### src/rtl/cardinal_pkg.sv
// Shared constants for the Cardinal NIC: register map,
// status bit positions and packet field positions.
package cardinal_pkg;

  typedef enum logic [1:0] {
    IN_BUF   = 2'b00,
    IN_STAT  = 2'b01,
    OUT_BUF  = 2'b10,
    OUT_STAT = 2'b11
  } reg_addr_e;

  localparam int ST_IN_NE    = 0;
  localparam int ST_IN_FULL  = 1;
  localparam int ST_OUT_FULL = 0;
  localparam int ST_OVF      = 1;
  localparam int ST_CNT_W    = 5;

  localparam int PKT_VC_BIT  = 0;
  localparam int PKT_DIR_BIT = 1;
  localparam int PKT_HOP_POS = 8;
  localparam int PKT_HOP_W   = 8;
  localparam int PKT_SRC_POS = 16;
  localparam int PKT_SRC_W   = 16;

endpackage

### src/rtl/cardinal_nic_fifo_if.sv
// Processor register bus and ring send/ready channel
// of the Cardinal NIC, bundled for the NIC port list.
interface cardinal_nic_fifo_if #(
  parameter int DATA_W = 64
) ();
  logic [1:0]        addr;
  logic              nicEn;
  logic              nicWrEn;
  logic [0:DATA_W-1] d_in;
  logic [0:DATA_W-1] d_out;
  logic              net_si;
  logic              net_ri;
  logic [0:DATA_W-1] net_di;
  logic              net_so;
  logic              net_ro;
  logic [0:DATA_W-1] net_do;
  logic              net_polarity;

  modport slave (
    input  addr, nicEn, nicWrEn, d_in,
    input  net_si, net_di, net_ro,
    input  net_polarity,
    output d_out, net_ri, net_so, net_do
  );

  modport master (
    output addr, nicEn, nicWrEn, d_in,
    output net_si, net_di, net_ro,
    output net_polarity,
    input  d_out, net_ri, net_so, net_do
  );
endinterface

### src/rtl/cardinal_sync_fifo.sv
// Single-clock FIFO with combinational head; illegal
// push-when-full and pop-when-empty are ignored.
module cardinal_sync_fifo #(
  parameter int DATA_W = 64,
  parameter int DEPTH  = 4,
  localparam int AW    = $clog2(DEPTH),
  localparam int CW    = AW + 1
) (
  input  logic              clk,
  input  logic              reset,
  input  logic              push,
  input  logic              pop,
  input  logic [0:DATA_W-1] wdata,
  output logic [0:DATA_W-1] rdata,
  output logic              full,
  output logic              empty,
  output logic [CW-1:0]     count
);

  logic [0:DATA_W-1] mem_q [DEPTH];
  logic [AW-1:0]     wptr_q, wptr_d;
  logic [AW-1:0]     rptr_q, rptr_d;
  logic [CW-1:0]     cnt_q, cnt_d;
  logic              wr_en, rd_en;

  assign full  = cnt_q == CW'(DEPTH);
  assign empty = cnt_q == '0;
  assign count = cnt_q;
  assign rdata = mem_q[rptr_q];
  assign wr_en = push & ~full;
  assign rd_en = pop & ~empty;

  always_comb begin
    wptr_d = wptr_q;
    rptr_d = rptr_q;
    cnt_d  = cnt_q + CW'(wr_en) - CW'(rd_en);
    if (wr_en) wptr_d = wptr_q + 1'b1;
    if (rd_en) rptr_d = rptr_q + 1'b1;
  end

  always_ff @(posedge clk) begin
    if (!reset) begin
      wptr_q <= '0;
      rptr_q <= '0;
      cnt_q  <= '0;
    end else begin
      wptr_q <= wptr_d;
      rptr_q <= rptr_d;
      cnt_q  <= cnt_d;
    end
  end

  // Storage is deliberately left out of reset.
  always_ff @(posedge clk) begin
    if (wr_en) mem_q[wptr_q] <= wdata;
  end

endmodule

### src/rtl/cardinal_nic_fifo.sv
// Cardinal NIC: register decode, read-data register,
// overflow flag and polarity-gated ring injection.
module cardinal_nic_fifo
  import cardinal_pkg::*;
#(
  parameter int DATA_W    = 64,
  parameter int DEPTH     = 4,
  parameter int VC_BIT    = PKT_VC_BIT,
  parameter int POL_CHECK = 1,
  localparam int CW       = $clog2(DEPTH) + 1
) (
  input logic               clk,
  input logic               reset,
  cardinal_nic_fifo_if.slave bus
);

  logic [0:DATA_W-1] in_head, out_head;
  logic [0:DATA_W-1] in_stat, out_stat;
  logic [0:DATA_W-1] d_out_q, d_out_d;
  logic [CW-1:0]     in_cnt, out_cnt;
  logic in_full, in_empty, out_full, out_empty;
  logic in_push, in_pop, out_push, send;
  logic rd_acc, wr_acc, pol_ok, ovf_set;
  logic sel_ib, sel_is, sel_ob, sel_os;
  logic ovf_q, ovf_d;

  assign rd_acc = bus.nicEn & ~bus.nicWrEn;
  assign wr_acc = bus.nicEn & bus.nicWrEn;
  assign sel_ib = bus.addr == IN_BUF;
  assign sel_is = bus.addr == IN_STAT;
  assign sel_ob = bus.addr == OUT_BUF;
  assign sel_os = bus.addr == OUT_STAT;

  assign bus.net_ri = reset & ~in_full;
  assign in_push    = bus.net_si & bus.net_ri;
  assign in_pop     = rd_acc & sel_ib & ~in_empty;
  assign out_push   = wr_acc & sel_ob;
  assign ovf_set    = out_push & out_full;

  assign pol_ok = (POL_CHECK == 0) |
                  (bus.net_polarity == out_head[VC_BIT]);
  assign send   = reset & ~out_empty & bus.net_ro & pol_ok;
  assign bus.net_so = send;
  assign bus.net_do = (reset & ~out_empty) ? out_head : '0;
  assign bus.d_out  = d_out_q;

  cardinal_sync_fifo #(.DATA_W(DATA_W), .DEPTH(DEPTH)) u_in (
    .clk(clk), .reset(reset),
    .push(in_push), .pop(in_pop),
    .wdata(bus.net_di), .rdata(in_head),
    .full(in_full), .empty(in_empty), .count(in_cnt)
  );

  cardinal_sync_fifo #(.DATA_W(DATA_W), .DEPTH(DEPTH)) u_out (
    .clk(clk), .reset(reset),
    .push(out_push), .pop(send),
    .wdata(bus.d_in), .rdata(out_head),
    .full(out_full), .empty(out_empty), .count(out_cnt)
  );

  always_comb begin
    in_stat = '0;
    in_stat[ST_IN_NE]   = ~in_empty;
    in_stat[ST_IN_FULL] = in_full;
    in_stat[DATA_W-ST_CNT_W +: ST_CNT_W] =
      ST_CNT_W'(in_cnt);
    out_stat = '0;
    out_stat[ST_OUT_FULL] = out_full;
    out_stat[ST_OVF]      = ovf_q;
    out_stat[DATA_W-ST_CNT_W +: ST_CNT_W] =
      ST_CNT_W'(out_cnt);
  end

  always_comb begin
    d_out_d = d_out_q;
    if (rd_acc) begin
      unique case (1'b1)
        sel_ib:  d_out_d = in_empty ? '0 : in_head;
        sel_is:  d_out_d = in_stat;
        sel_os:  d_out_d = out_stat;
        default: d_out_d = '0;
      endcase
    end
  end

  // A fresh overflow wins over the clear-on-read.
  assign ovf_d = ovf_set | (ovf_q & ~(rd_acc & sel_os));

  always_ff @(posedge clk) begin
    if (!reset) begin
      d_out_q <= '0;
      ovf_q   <= 1'b0;
    end else begin
      d_out_q <= d_out_d;
      ovf_q   <= ovf_d;
    end
  end

endmodule

### src/flat_wrapper.sv
// flat-port wrapper written by rule: the top's interface ports become plain ports
module cardinal_nic_fifo_flat import cardinal_pkg::*;
#(
  parameter int DATA_W    = 64,
  parameter int DEPTH     = 4,
  parameter int VC_BIT    = PKT_VC_BIT,
  parameter int POL_CHECK = 1,
  localparam int CW       = $clog2(DEPTH) + 1
)
  (clk, reset, bus_addr, bus_nicEn, bus_nicWrEn, bus_d_in, bus_net_si, bus_net_di, bus_net_ro, bus_net_polarity, bus_d_out, bus_net_ri, bus_net_so, bus_net_do);
  cardinal_nic_fifo_if #(.DATA_W(DATA_W)) bus_i ();
  input logic clk;
  input logic reset;
  input wire logic [$bits(bus_i.addr)-1:0] bus_addr;
  input wire logic [$bits(bus_i.nicEn)-1:0] bus_nicEn;
  input wire logic [$bits(bus_i.nicWrEn)-1:0] bus_nicWrEn;
  input wire logic [$bits(bus_i.d_in)-1:0] bus_d_in;
  input wire logic [$bits(bus_i.net_si)-1:0] bus_net_si;
  input wire logic [$bits(bus_i.net_di)-1:0] bus_net_di;
  input wire logic [$bits(bus_i.net_ro)-1:0] bus_net_ro;
  input wire logic [$bits(bus_i.net_polarity)-1:0] bus_net_polarity;
  output wire logic [$bits(bus_i.d_out)-1:0] bus_d_out;
  output wire logic [$bits(bus_i.net_ri)-1:0] bus_net_ri;
  output wire logic [$bits(bus_i.net_so)-1:0] bus_net_so;
  output wire logic [$bits(bus_i.net_do)-1:0] bus_net_do;
  assign bus_i.addr = bus_addr;
  assign bus_i.nicEn = bus_nicEn;
  assign bus_i.nicWrEn = bus_nicWrEn;
  assign bus_i.d_in = bus_d_in;
  assign bus_i.net_si = bus_net_si;
  assign bus_i.net_di = bus_net_di;
  assign bus_i.net_ro = bus_net_ro;
  assign bus_i.net_polarity = bus_net_polarity;
  assign bus_d_out = bus_i.d_out;
  assign bus_net_ri = bus_i.net_ri;
  assign bus_net_so = bus_i.net_so;
  assign bus_net_do = bus_i.net_do;
  cardinal_nic_fifo #(.DATA_W(DATA_W), .DEPTH(DEPTH), .VC_BIT(VC_BIT), .POL_CHECK(POL_CHECK)) u_core (.clk(clk), .reset(reset), .bus(bus_i));
endmodule
### config.mk
export PLATFORM = sky130hd
export DESIGN_NAME = cardinal_nic_fifo_flat
export DESIGN_NICKNAME = d
export VERILOG_FILES = /design/src/rtl/cardinal_pkg.sv /design/src/rtl/cardinal_nic_fifo_if.sv /design/src/rtl/cardinal_sync_fifo.sv /design/src/rtl/cardinal_nic_fifo.sv /design/src/flat_wrapper.sv
export SDC_FILE = /design/constraint.sdc
export NUM_CORES = 1
export LEC_CHECK = 0
export BUFFER_PORTS_ARGS = -buffer_cell sky130_fd_sc_hd__buf_4
export CORE_UTILIZATION = 62
export CTS_CLUSTER_SIZE = 25
export DETAILED_ROUTE_END_ITERATION = 8
export GPL_ROUTABILITY_DRIVEN = 0
export PLACE_DENSITY = 0.84
export SLEW_MARGIN = 10
export SYNTH_ARGS = -nofsm -noshare
export SYNTH_HDL_FRONTEND = slang
export SYNTH_SLANG_ARGS = --single-unit
export TNS_END_PERCENT = 100
### constraint.sdc
create_clock -name clk -period 7.45 [get_ports clk]
set_input_delay 0 -clock clk [delete_from_list [all_inputs] [get_ports clk]]
set_output_delay 0 -clock clk [all_outputs]
set_load 0.02 [all_outputs]
==> metrics.cfg <==
[min_path]
min_from=bus_net_di[49]
hold_path.class=input pin to flip-flop
min_to=u_core.u_in.mem_q[1][49]
hold_depth=2

[floorplanning]
row_count=68
coreArea_um2=34800
dieWidth_um=191
ioPinCount=267
die_y_um=191
die_area_um2=36300
initial_core_util_pct=63.3

[sta]
setup_viol=0
finalHoldViolCount=0
fin_crit_ps=3740
grt_setup_unrepaired=false
tightest_slew_ps=1030
slew_viol_final=0
fin_crit_sh_pct=50.2
slew_headroom_pct=31.2
final.setup.tns_ps=0
clock_skew_ps=26.3
fmax_mhz=267

[clock_network]
clk_path_buf_depth=3
cts_resized=0
ctsRootBufferMaster=clkbuf_16
h-tree-depth=2
clkTransAtPathRegs_ps=70
cts_sinks=595
cts_tree=done
insertion_delay_ps=600
postCtsSetupRepairBufs=0
postCtsHoldBufs=143
cts_buffers=56

[status]
outcome=completed

[detailed_routing]
dr.first_iter.drc_count=764
dr.pass1.iters=5
avgViaCountPerCell=5.94
drtAntennaViolNets=0
vias=11800
wirelength_mm=48.0
drc_errors=0
wl_per_cell_um=24.1

[setup_path]
path_class=flip-flop to flip-flop
crit_arrival_ps=4230
cp-end-kind=flip-flop
rr_worst_depth=6
timing.rr.end=u_core.bus.d_out[63]
crit_fanout=34
r2r_slack_ps=3710
crit_required_ps=7940
cp-start-kind=flip-flop

[run]
maxCapViolations=0

[global_routing]
grt_pass1_vias=12700
antenna_found_initial=2
overflow=0
track_usage_pct=26.9
grt_max_degree=74
grt_pass1_wl_mm=72.1

[logic_synthesis]
synth_top_area_share_pct=69.8
synth-async-reset-ratio_pct=0
netlist_instances=1074
yosys_warnings=0
seq_area_frac_synth_pct=77.3
ys_ff_latch=595
syn_area_um2=22000
synth-main-ff-cell=edfxtp_1
synth_top_area_cell=edfxtp_1
synth_edf_count=512
synth_fp_nets=1225
avgSynthCellArea_um2=20.5
synthTopCellsByArea=edfxtp_1 (70%), mux4_2 (13%), dfxtp_1 (7.5%)
ys_types=42

[final_layout]
drive_gt1_share_pct=32.5
fillerInstances=1694
design_area_um2=27600
nets=1640
area_delta_synth_final_pct=25.4

[power]
leakagePower_nw=9.51
ir_drop_uv=209
power_density_nw_per_um2=253

[place]
portBuffers=266
dpl_cell_area_um2=24400
dp_hpwl_mm=24.0

-- per-stage QoR --
stage	util, %	power [W]	hold slack (ps)	setup WS, ps	std cells
detailed placement	70.2	0.00424	203	4200	1743
floorplan	-	0.00404	98.9	4430	1074
finish	79.4	0.00698	133	3710	1992
global placement	70.2	0.00422	199	4280	1743
CTS	79.4	0.00698	112	3700	1990
global route	79.4	0.00717	121	3450	1992
-- critical path: stages, from the launching register on --
cell           delay, ps
dfxtp_4              750
buf_4                690
mux4_2               600
a221oi_1             340
dlygate4sd3_1        610
nor3_1                60
dlygate4sd3_1        570
-- layout make-up --
type	count	area (um2)	area share, %
Inverter	12	45.0	0.163
Tap cell	455	569	2.06
Clock inverter	13	119	0.430
Clock buffer	91	1630	5.91
Timing Repair Buffer	417	3490	12.6
Sequential cell	595	17000	61.7
Multi-Input combinational cell	407	4720	17.1
Antenna cell	2	5.00	0.0181
-- Yosys cell counts, types with 2 or more instances --
library cell	instances
edfxtp_1	512
mux4_2	128
dfxtp_1	83
and2_1	74
nor2_1	74
a22oi_1	59
clkbuf_1	38
buf_2	15
ha_1	12
inv_1	12
nand2_1	6
nor3_1	6
xnor2_1	5
mux2i_1	4
o21ai_0	4
a21oi_1	3
a221oi_1	3
and3_1	3
buf_1	3
mux2_2	3
buf_4	2
fa_1	2
nand4_1	2
o31ai_1	2
xor2_1	2
-- cells in the final DEF, fill, tap and decap left out, types with 3 or more instances in the layout --
master,count
a21oi_1,3
a221oi_1,3
a22oi_1,59
and2_1,66
and2_4,8
and3_1,3
buf_4,274
clkbuf_1,26
clkbuf_16,57
clkbuf_8,8
clkinv_1,3
clkinv_2,6
dfxtp_1,79
dlygate4sd3_1,143
edfxtp_1,512
ha_1,12
inv_1,11
mux2_2,3
mux2i_1,4
mux4_2,128
nand2_1,6
nor2_1,73
nor3_1,6
o21ai_0,4
xnor2_1,5
-- cell families after synthesis --
kind of cell | synth area share, %
buffers and inverters | 1.39
multiplexers | 13.4
flip-flops | 77.3
adder cells (fa/ha/maj) | 0.863
AND/OR/NAND/NOR | 4.07
XOR/XNOR | 0.352
AO/OA/AOI/OAI | 2.60
-- worst max-delay path by stage --
| stage | start | to | slack [ps] | depth (start not counted) |
|---|---|---|---|---|
| 3_3_place_gp | flip-flop | u_core.u_out.count[2] | 4280 | 11 |
| 4_1_cts | flip-flop | u_core.bus.d_out[63] | 3700 | 6 |
| 2_1_floorplan | u_core.u_out.count[1] | u_core.u_out.mem_q[0][0] | 4430 | 3 |
| 6_report | flip-flop | u_core.bus.d_out[63] | 3710 | 6 |
| 3_5_place_dp | flip-flop | u_core.u_out.count[2] | 4200 | 11 |
| 5_1_grt | flip-flop | u_core.bus.d_out[63] | 3450 | 6 |
-- layer usage --
metal / vias up / global-route usage, % / wire (um)
li1: 5148 / - / -
met1: 6055 / 33.1 / 18100
met2: 560 / 47.2 / 25000
met3: 63 / 7.31 / 4130
met4: 0 / 7.08 / 808
met5: - / 0 / 0
-- sequential cells by signal, indices dropped and copies added (netlist names), named ones only --
name / cells
u_core.bus.d_out: 64
u_core.ovf_q: 1
u_core.u_in.count: 3
u_core.u_in.mem_q: 256
u_core.u_in.rptr_q: 2
u_core.u_in.wptr_q: 2
u_core.u_out.count: 3
u_core.u_out.mem_q: 256
u_core.u_out.rptr_q: 2
u_core.u_out.wptr_q: 2
-- report_power, final --
| part | total, W | switching, W | internal [W] |
|---|---|---|---|
| sequential | 0.00374 | 0.0000368 | 0.00370 |
| combinational | 0.000503 | 0.000256 | 0.000247 |
| clock | 0.00274 | 0.00118 | 0.00156 |
Power figures use the tool's default switching activity.
